$ cat config.mk
export PLATFORM = sky130hd
export DESIGN_NAME = if_pcgen
export DESIGN_NICKNAME = d
export VERILOG_FILES = /design/src/rtl/if_pcgen_pkg.sv /design/src/rtl/if_pcgen_outst_cnt.sv /design/src/rtl/if_pcgen.sv
export SDC_FILE = /design/constraint.sdc
export NUM_CORES = 1
export LEC_CHECK = 0
export CORE_ASPECT_RATIO = 2
export CORE_UTILIZATION = 41
export CTS_CLUSTER_SIZE = 20
export DETAILED_ROUTE_END_ITERATION = 7
export GPL_ROUTABILITY_DRIVEN = 0
export GPL_TIMING_DRIVEN = 0
export HOLD_SLACK_MARGIN = 0.06
export PLACE_DENSITY_LB_ADDON = 0.08
export SLEW_MARGIN = 20
export SYNTH_ARGS = -nofsm -noshare
export SYNTH_HDL_FRONTEND = slang
export SYNTH_HIERARCHICAL = 1
export SYNTH_SLANG_ARGS = --single-unit
$ cat constraint.sdc
create_clock -name clk -period 2.1 [get_ports clk]
set_input_delay 0.315 -clock clk [delete_from_list [all_inputs] [get_ports clk]]
set_output_delay 0.315 -clock clk [all_outputs]
set_load 0.01 [all_outputs]
$ cat src/rtl/if_pcgen_pkg.sv
// Shared definitions for the IF1 PC generator.
// - pcgen_state_e : FSM state encoding (boot / run / drain)
// - bus_*_bit/lsb : field offsets inside the IF1->IF2 bus
//   {valid, epoch, slot_mask[FETCH_W-1:0], pc[PC_WD-1:0]}
package if_pcgen_pkg;

  typedef enum logic [1:0] {
    StBoot  = 2'd0,
    StRun   = 2'd1,
    StDrain = 2'd2
  } pcgen_state_e;

  // pc occupies the low PC_WD bits; slot_mask sits directly above it.
  function automatic int unsigned bus_mask_lsb(int unsigned pc_wd);
    return pc_wd;
  endfunction

  function automatic int unsigned bus_epoch_bit(int unsigned pc_wd, int unsigned fetch_w);
    return pc_wd + fetch_w;
  endfunction

  function automatic int unsigned bus_valid_bit(int unsigned pc_wd, int unsigned fetch_w);
    return pc_wd + fetch_w + 1;
  endfunction

endpackage

$ cat src/rtl/if_pcgen_outst_cnt.sv
// Outstanding-request counter for the IF1 PC generator.
// Ports:
//   clk, rst      : clock, asynchronous active-high reset
//   inc_i         : a request fired this cycle
//   dec_i         : a response returned this cycle (ignored when count is 0)
//   snap_i        : redirect; everything in flight becomes old-epoch
//   cnt_o         : requests currently in flight
//   old_cnt_o     : in-flight requests that belong to a superseded epoch
module if_pcgen_outst_cnt #(
  parameter int unsigned MAX_OUTST = 2,
  parameter int unsigned CNT_W     = $clog2(MAX_OUTST + 1)
) (
  input  logic             clk,
  input  logic             rst,
  input  logic             inc_i,
  input  logic             dec_i,
  input  logic             snap_i,
  output logic [CNT_W-1:0] cnt_o,
  output logic [CNT_W-1:0] old_cnt_o
);

  logic [CNT_W-1:0] cnt_q, cnt_d;
  logic [CNT_W-1:0] old_q, old_d;
  logic             dec_eff;

  // A response with nothing in flight is dropped rather than wrapping.
  assign dec_eff = dec_i & (cnt_q != '0);

  always_comb begin
    cnt_d = cnt_q;
    case ({inc_i, dec_eff})
      2'b10:   cnt_d = cnt_q + CNT_W'(1);
      2'b01:   cnt_d = cnt_q - CNT_W'(1);
      default: cnt_d = cnt_q;
    endcase
  end

  // Responses arrive in order, so old-epoch ones are retired first.
  always_comb begin
    old_d = old_q;
    if (snap_i) begin
      old_d = cnt_q - CNT_W'(dec_eff);
    end else if (dec_eff && (old_q != '0)) begin
      old_d = old_q - CNT_W'(1);
    end
  end

  always_ff @(posedge clk or posedge rst) begin
    if (rst) begin
      cnt_q <= '0;
      old_q <= '0;
    end else begin
      cnt_q <= cnt_d;
      old_q <= old_d;
    end
  end

  assign cnt_o     = cnt_q;
  assign old_cnt_o = old_q;

endmodule

$ cat src/rtl/if_pcgen.sv
// IF1 PC generator: issues fetch-block requests to instruction memory over a
// valid/ready handshake, limits requests in flight, and tags each block with
// an epoch bit that flips on every flush/branch redirect.
// Ports:
//   clk, rst            : clock, asynchronous active-high reset
//   flush_i, new_pc_i   : backend redirect (highest priority) and its target
//   br_bus_i            : {br_e, br_addr} branch redirect
//   stall_i             : IF2 cannot take a new request
//   req_valid_o/ready_i : memory request handshake, req_addr_o block-aligned
//   resp_valid_i        : one memory response returned (any epoch)
//   if12if2_bus_o       : {valid, epoch, slot_mask, pc}, one cycle after fire
//   redirect_misalign_o : only when IF_PCGEN_ALIGN_CHK_EN is defined
// Build option IF_PCGEN_ALIGN_CHK_EN: keep misaligned redirect targets, flag
// them and block fetch until the next redirect. Otherwise bits [1:0] of the
// target are cleared on load.
module if_pcgen
  import if_pcgen_pkg::*;
#(
  parameter int unsigned       PC_WD      = 32,
  parameter logic [PC_WD-1:0]  RESET_PC   = 32'h8000_0000,
  parameter int unsigned       FETCH_W    = 2,
  parameter int unsigned       MAX_OUTST  = 2,
  parameter int unsigned       IF12IF2_WD = PC_WD + FETCH_W + 2
) (
  input  logic                  clk,
  input  logic                  rst,
  input  logic                  flush_i,
  input  logic [PC_WD-1:0]      new_pc_i,
  input  logic [PC_WD:0]        br_bus_i,
  input  logic                  stall_i,
  output logic                  req_valid_o,
  input  logic                  req_ready_i,
  output logic [PC_WD-1:0]      req_addr_o,
  input  logic                  resp_valid_i,
  output logic [IF12IF2_WD-1:0] if12if2_bus_o
`ifdef IF_PCGEN_ALIGN_CHK_EN
  ,
  output logic                  redirect_misalign_o
`endif
);

  localparam int unsigned      OffW       = $clog2(FETCH_W * 4);
  localparam int unsigned      CntW       = $clog2(MAX_OUTST + 1);
  localparam logic [PC_WD-1:0] FetchBytes = PC_WD'(FETCH_W * 4);
  localparam logic [PC_WD-1:0] OffMask    = PC_WD'(FETCH_W * 4 - 1);
  localparam int unsigned      MaskLsb    = bus_mask_lsb(PC_WD);
  localparam int unsigned      EpochBit   = bus_epoch_bit(PC_WD, FETCH_W);
  localparam int unsigned      ValidBit   = bus_valid_bit(PC_WD, FETCH_W);

  pcgen_state_e       state_q, state_d;
  logic [PC_WD-1:0]   pc_q, pc_d;
  logic               epoch_q, epoch_d;
  logic               bus_v_q;
  logic               bus_epoch_q;
  logic [FETCH_W-1:0] bus_mask_q, slot_mask;
  logic [PC_WD-1:0]   bus_pc_q;

  logic               br_e;
  logic [PC_WD-1:0]   br_addr;
  logic               redirect;
  logic [PC_WD-1:0]   target_raw, target;
  logic [PC_WD-1:0]   blk_addr;
  logic [OffW-1:0]    slot_idx;
  logic               fetch_blocked;
  logic               fire;
  logic [CntW-1:0]    outst, old_cnt;

  assign br_e       = br_bus_i[PC_WD];
  assign br_addr    = br_bus_i[PC_WD-1:0];
  assign redirect   = flush_i | br_e;
  assign target_raw = flush_i ? new_pc_i : br_addr;

`ifdef IF_PCGEN_ALIGN_CHK_EN
  logic misalign_q, block_q;
  logic tgt_misaligned;

  assign tgt_misaligned = |target_raw[1:0];
  assign target         = target_raw;
  assign fetch_blocked  = block_q;

  // A misaligned target stays parked until some later redirect replaces it.
  always_ff @(posedge clk or posedge rst) begin
    if (rst) begin
      misalign_q <= 1'b0;
      block_q    <= 1'b0;
    end else begin
      misalign_q <= redirect & tgt_misaligned;
      if (redirect) begin
        block_q <= tgt_misaligned;
      end
    end
  end

  assign redirect_misalign_o = misalign_q;
`else
  assign target        = target_raw & ~PC_WD'(3);
  assign fetch_blocked = 1'b0;
`endif

  assign blk_addr    = pc_q & ~OffMask;
  assign req_addr_o  = blk_addr;
  assign req_valid_o = (state_q != StBoot) & ~stall_i & (outst < CntW'(MAX_OUTST)) &
                       ~redirect & ~fetch_blocked;
  assign fire        = req_valid_o & req_ready_i;

  // Slots before the instruction pc points at are not part of this fetch.
  assign slot_idx = pc_q[OffW-1:0] >> 2;
  always_comb begin
    slot_mask = '0;
    for (int i = 0; i < FETCH_W; i++) begin
      slot_mask[i] = (OffW'(i) >= slot_idx);
    end
  end

  always_comb begin
    pc_d    = pc_q;
    epoch_d = epoch_q;
    if (redirect) begin
      pc_d    = target;
      epoch_d = ~epoch_q;
    end else if (fire) begin
      pc_d = blk_addr + FetchBytes;
    end
  end

  // DRAIN only tracks retirement of old-epoch responses; it never gates issue.
  always_comb begin
    state_d = state_q;
    case (state_q)
      StBoot:  state_d = StRun;
      StRun:   state_d = StRun;
      StDrain: if (old_cnt == '0) state_d = StRun;
      default: state_d = StBoot;
    endcase
    if (redirect) begin
      state_d = (outst != '0) ? StDrain : StRun;
    end
  end

  always_ff @(posedge clk or posedge rst) begin
    if (rst) begin
      state_q     <= StBoot;
      pc_q        <= RESET_PC;
      epoch_q     <= 1'b0;
      bus_v_q     <= 1'b0;
      bus_epoch_q <= 1'b0;
      bus_mask_q  <= '0;
      bus_pc_q    <= '0;
    end else begin
      state_q <= state_d;
      pc_q    <= pc_d;
      epoch_q <= epoch_d;
      bus_v_q <= fire;
      if (fire) begin
        bus_epoch_q <= epoch_q;
        bus_mask_q  <= slot_mask;
        bus_pc_q    <= pc_q;
      end
    end
  end

  // A flush in the presentation cycle kills the block on its way to IF2.
  always_comb begin
    if12if2_bus_o                         = '0;
    if12if2_bus_o[ValidBit]               = bus_v_q & ~flush_i;
    if12if2_bus_o[EpochBit]               = bus_epoch_q;
    if12if2_bus_o[MaskLsb +: FETCH_W]     = bus_mask_q;
    if12if2_bus_o[PC_WD-1:0]              = bus_pc_q;
  end

  if_pcgen_outst_cnt #(
    .MAX_OUTST (MAX_OUTST),
    .CNT_W     (CntW)
  ) u_outst_cnt (
    .clk       (clk),
    .rst       (rst),
    .inc_i     (fire),
    .dec_i     (resp_valid_i),
    .snap_i    (redirect),
    .cnt_o     (outst),
    .old_cnt_o (old_cnt)
  );

endmodule

==> results.yml, run 1 <==
timing:
  max_freq_mhz: 489.5
  setup_viol: 0
  fin_crit_sh_pct: 97.28
  slew_headroom_pct: 55.93
  tightest_slew_ns: 0.6610
  tns_ns: 0
  hold_viol_final: 0
  period_needed_ns: 2.043
  slew_violations: 0
  finClkSkew_ns: 0.01025
detailed_routing:
  first_iter_violations: 209
  drcViolationCount: 0
  wl_per_cell_um: 18.64
  dr.pass1.iters: 4
  num_vias: 3608
  drt_wl_total_mm: 12.15
  vias_per_cell: 5.534
  postRouteAntennaNets: 0
clock_tree:
  cts.path.max_buffers: 2
  path_clk_slew_ns: 0.05
  htreeDepth: 3
  cts_tree: "done"
  cts_root_buffer: "clkbuf_16"
  cts_buffers: 9
  holdBufCountCts: 0
  worstSkewPairLatency_ns: 0.34
  clock-sinks: 71
setup_path:
  crit_required_ns: 1.78
  crit_path_start_kind: "input port"
  worstSetupEndpointType: "primary output"
  crit_type: "input port to primary output"
  crit_fanout: 10
  critical_path_arrival_ns: 1.73
synth:
  yosys.area.top_type: "dfrtp_1"
  synth_top_area_share_pct: 44.19
  synth_area_leaders: "dfrtp_1 44%, mux2_2 7.7%, buf_4 6.8%"
  synthFlopType: "dfrtp_1"
  yosys-top-cells-count: "70 x dfrtp_1, 36 x buf_4, 32 x nand2_1, 27 x mux2_2"
  ys_warn_count: 6
  synth_area_per_cell_um2: 10.11
  ys_seq_elements: 71
  synthArstFlopShare_pct: 100.0
  synth-seq-area-share_pct: 44.85
  synth-edff-count: 0
  synthCells: 392
  synthesis.area_um2: 3964
  yosysMostFrequentCell: "dfrtp_1"
  synth.distinct_cells: 65
cells_and_area:
  antenna_cells: 0
  area_growth_pct: 46.31
  layout.cells.non_filler: 652
  fin_nets: 616
  drive_gt1_share_pct: 21.35
  fin_area_um2: 5799
pwr:
  p_switching_mw: 1.315
  sw_frac_of_total_pct: 27.79
  seqPwrFrac_pct: 38.8
  intPower_mw: 3.418
  comb_power_share_pct: 29.1
  fin_total_pwr_mw: 4.733
  p_per_area_nw_per_um2: 816.1
  power_frac_clock_pct: 32.1
  irDropWorstVdd_uv: 567.6
  total_leakage_power_nw: 2.462
floorplan:
  start_util_pct: 42.24
  rows: 50
  coreArea_um2: 9384
  ios: 140
  die_h_um: 141.1
  die-area_um2: 10090
  die_w_um: 71.53
grt:
  grt_max_degree: 40
  antenna_found_initial: 0
  grt.total_usage_pct: 24.99
  grt_pass1_vias: 3715
  gr-total-overflow: 0
  grt_pass1_wl_mm: 18.83
flow_run:
  maxCapViolCount: 0
place:
  dp.cells: 630
  hpwlAfterDp_mm: 9.056
  port_buffers: 129
  place_area_um2: 5423
worst_hold_path:
  min_path_type: "input port to async pin"
status:
  status: "finished clean"
[cells in the final DEF (no fill, tap or decap), types with 9 or more instances in the layout]
cell type,Yosys,final
clkdlybuf4s50_1,0,128
mux2_2,27,27
a21oi_1,17,17
nand2_1,32,32
inv_1,12,11
o22ai_1,18,18
o21ai_0,18,18
nand4_1,15,15
and3_1,9,9
clkbuf_16,0,9
xor2_1,10,10
buf_4,36,43
dfrtp_1,70,70
nor2_1,12,11
[sequential cells by signal, summed over array words and instances, names as in the netlist]
| signal | cells |
|---|---|
| bus_pc_q | 30 |
| pc_q | 30 |
| bus_mask_q | 2 |
| state_q | 2 |
| u_outst_cnt/cnt_o | 2 |
| u_outst_cnt/old_cnt_o | 2 |
| bus_epoch_q | 1 |
| bus_v_q | 1 |
| epoch_q | 1 |
[through the flow]
stage	setup slack, ns	hold slack [ns]	utilization [%]
after floorplan	0.1035	0.08108	-
after global placement	-1.204	0.4538	57.55
after detailed placement	-0.7266	0.4553	57.79
after CTS	0.01834	0.2723	61.43
after global routing	-0.00003819	0.2957	61.80
final	0.05711	0.2758	61.80
[final timing paths]
kind                                     from                   end  slack (ns)  cells after the start
max in group asynchronous                 rst              pc_q[31]        1.15                      3
min in group clk                bus_mask_q[1]         bus_mask_q[1]        0.47                      1
worst max register to register        pc_q[3]              pc_q[25]        0.11                      6
worst min register to register  bus_mask_q[1]         bus_mask_q[1]        0.47                      1
worst max-delay path                  flush_i           req_valid_o        0.06                      5
worst min-delay path                      rst  u_outst_cnt/cnt_o[0]        0.28                      2
[power groups by stage]
| stage | clock, mW | sequential, mW | combinational (mW) |
|---|---|---|---|
| global placement | 0 | 1.85 | 1.34 |
| CTS | 1.53 | 1.83 | 1.39 |
| detailed placement | 0 | 1.86 | 1.37 |
| finish | 1.52 | 1.83 | 1.38 |
| floorplan | 0 | 1.89 | 0.564 |
| global route | 1.59 | 1.87 | 1.48 |
[metal layers]
metal | vias up | track usage (%) | wire, um
met5 | - | 0 | 0
met2 | 139 | 45.91 | 6685
met1 | 1746 | 26.57 | 4449
met3 | 21 | 3.431 | 697
met4 | 0 | 14.34 | 322
li1 | 1702 | - | -
[critical path: stages]
cell             delay (ns)
dlygate4sd2_1          0.31
nor2_4                 0.16
clkbuf_8               0.20
and3_1                 0.19
clkdlybuf4s50_1        0.54
[cell families (layout without fill, tap and decap cells)]
family | Yosys count | after routing | synth area share [%]
multiplexers | 33 | 33 | 9.186
adder cells (fa/ha/maj) | 2 | 2 | 0.6312
flip-flops | 71 | 71 | 44.85
AND/OR/NAND/NOR | 111 | 111 | 16.04
buffers and inverters | 66 | 218 | 9.880
XOR/XNOR | 17 | 17 | 3.756
AO/OA/AOI/OAI | 91 | 91 | 15.56
other | 1 | 5 | 0.09461
[repair_timing]
item | in CTS | in global routing
endpoints found under the setup margin | 17 | 7
buffers inserted | 3 | 4
pin swaps | 2 | 2
gates resized for setup | 10 | 5
gates cloned | 0 | 0
[area by class of cell]
cell class / count / area [um^2]
well taps: 104 / 130.1
flip-flops and latches: 71 / 1778
clock buffers: 12 / 246.5
clock inverters: 4 / 45.04
repair buffers: 137 / 1363
plain buffers: 53 / 359.1
inverters: 12 / 47.55
fillers: 843 / 3585
multi-input cells: 259 / 1831
No activity file was read; power rests on OpenSTA's default activity.
==> inputs of run 2 (changes only) <==
- CAP_MARGIN: unset -> 20
==> results of run 2 <==
Final layout, timing and power as in run 1 (identical DEF).
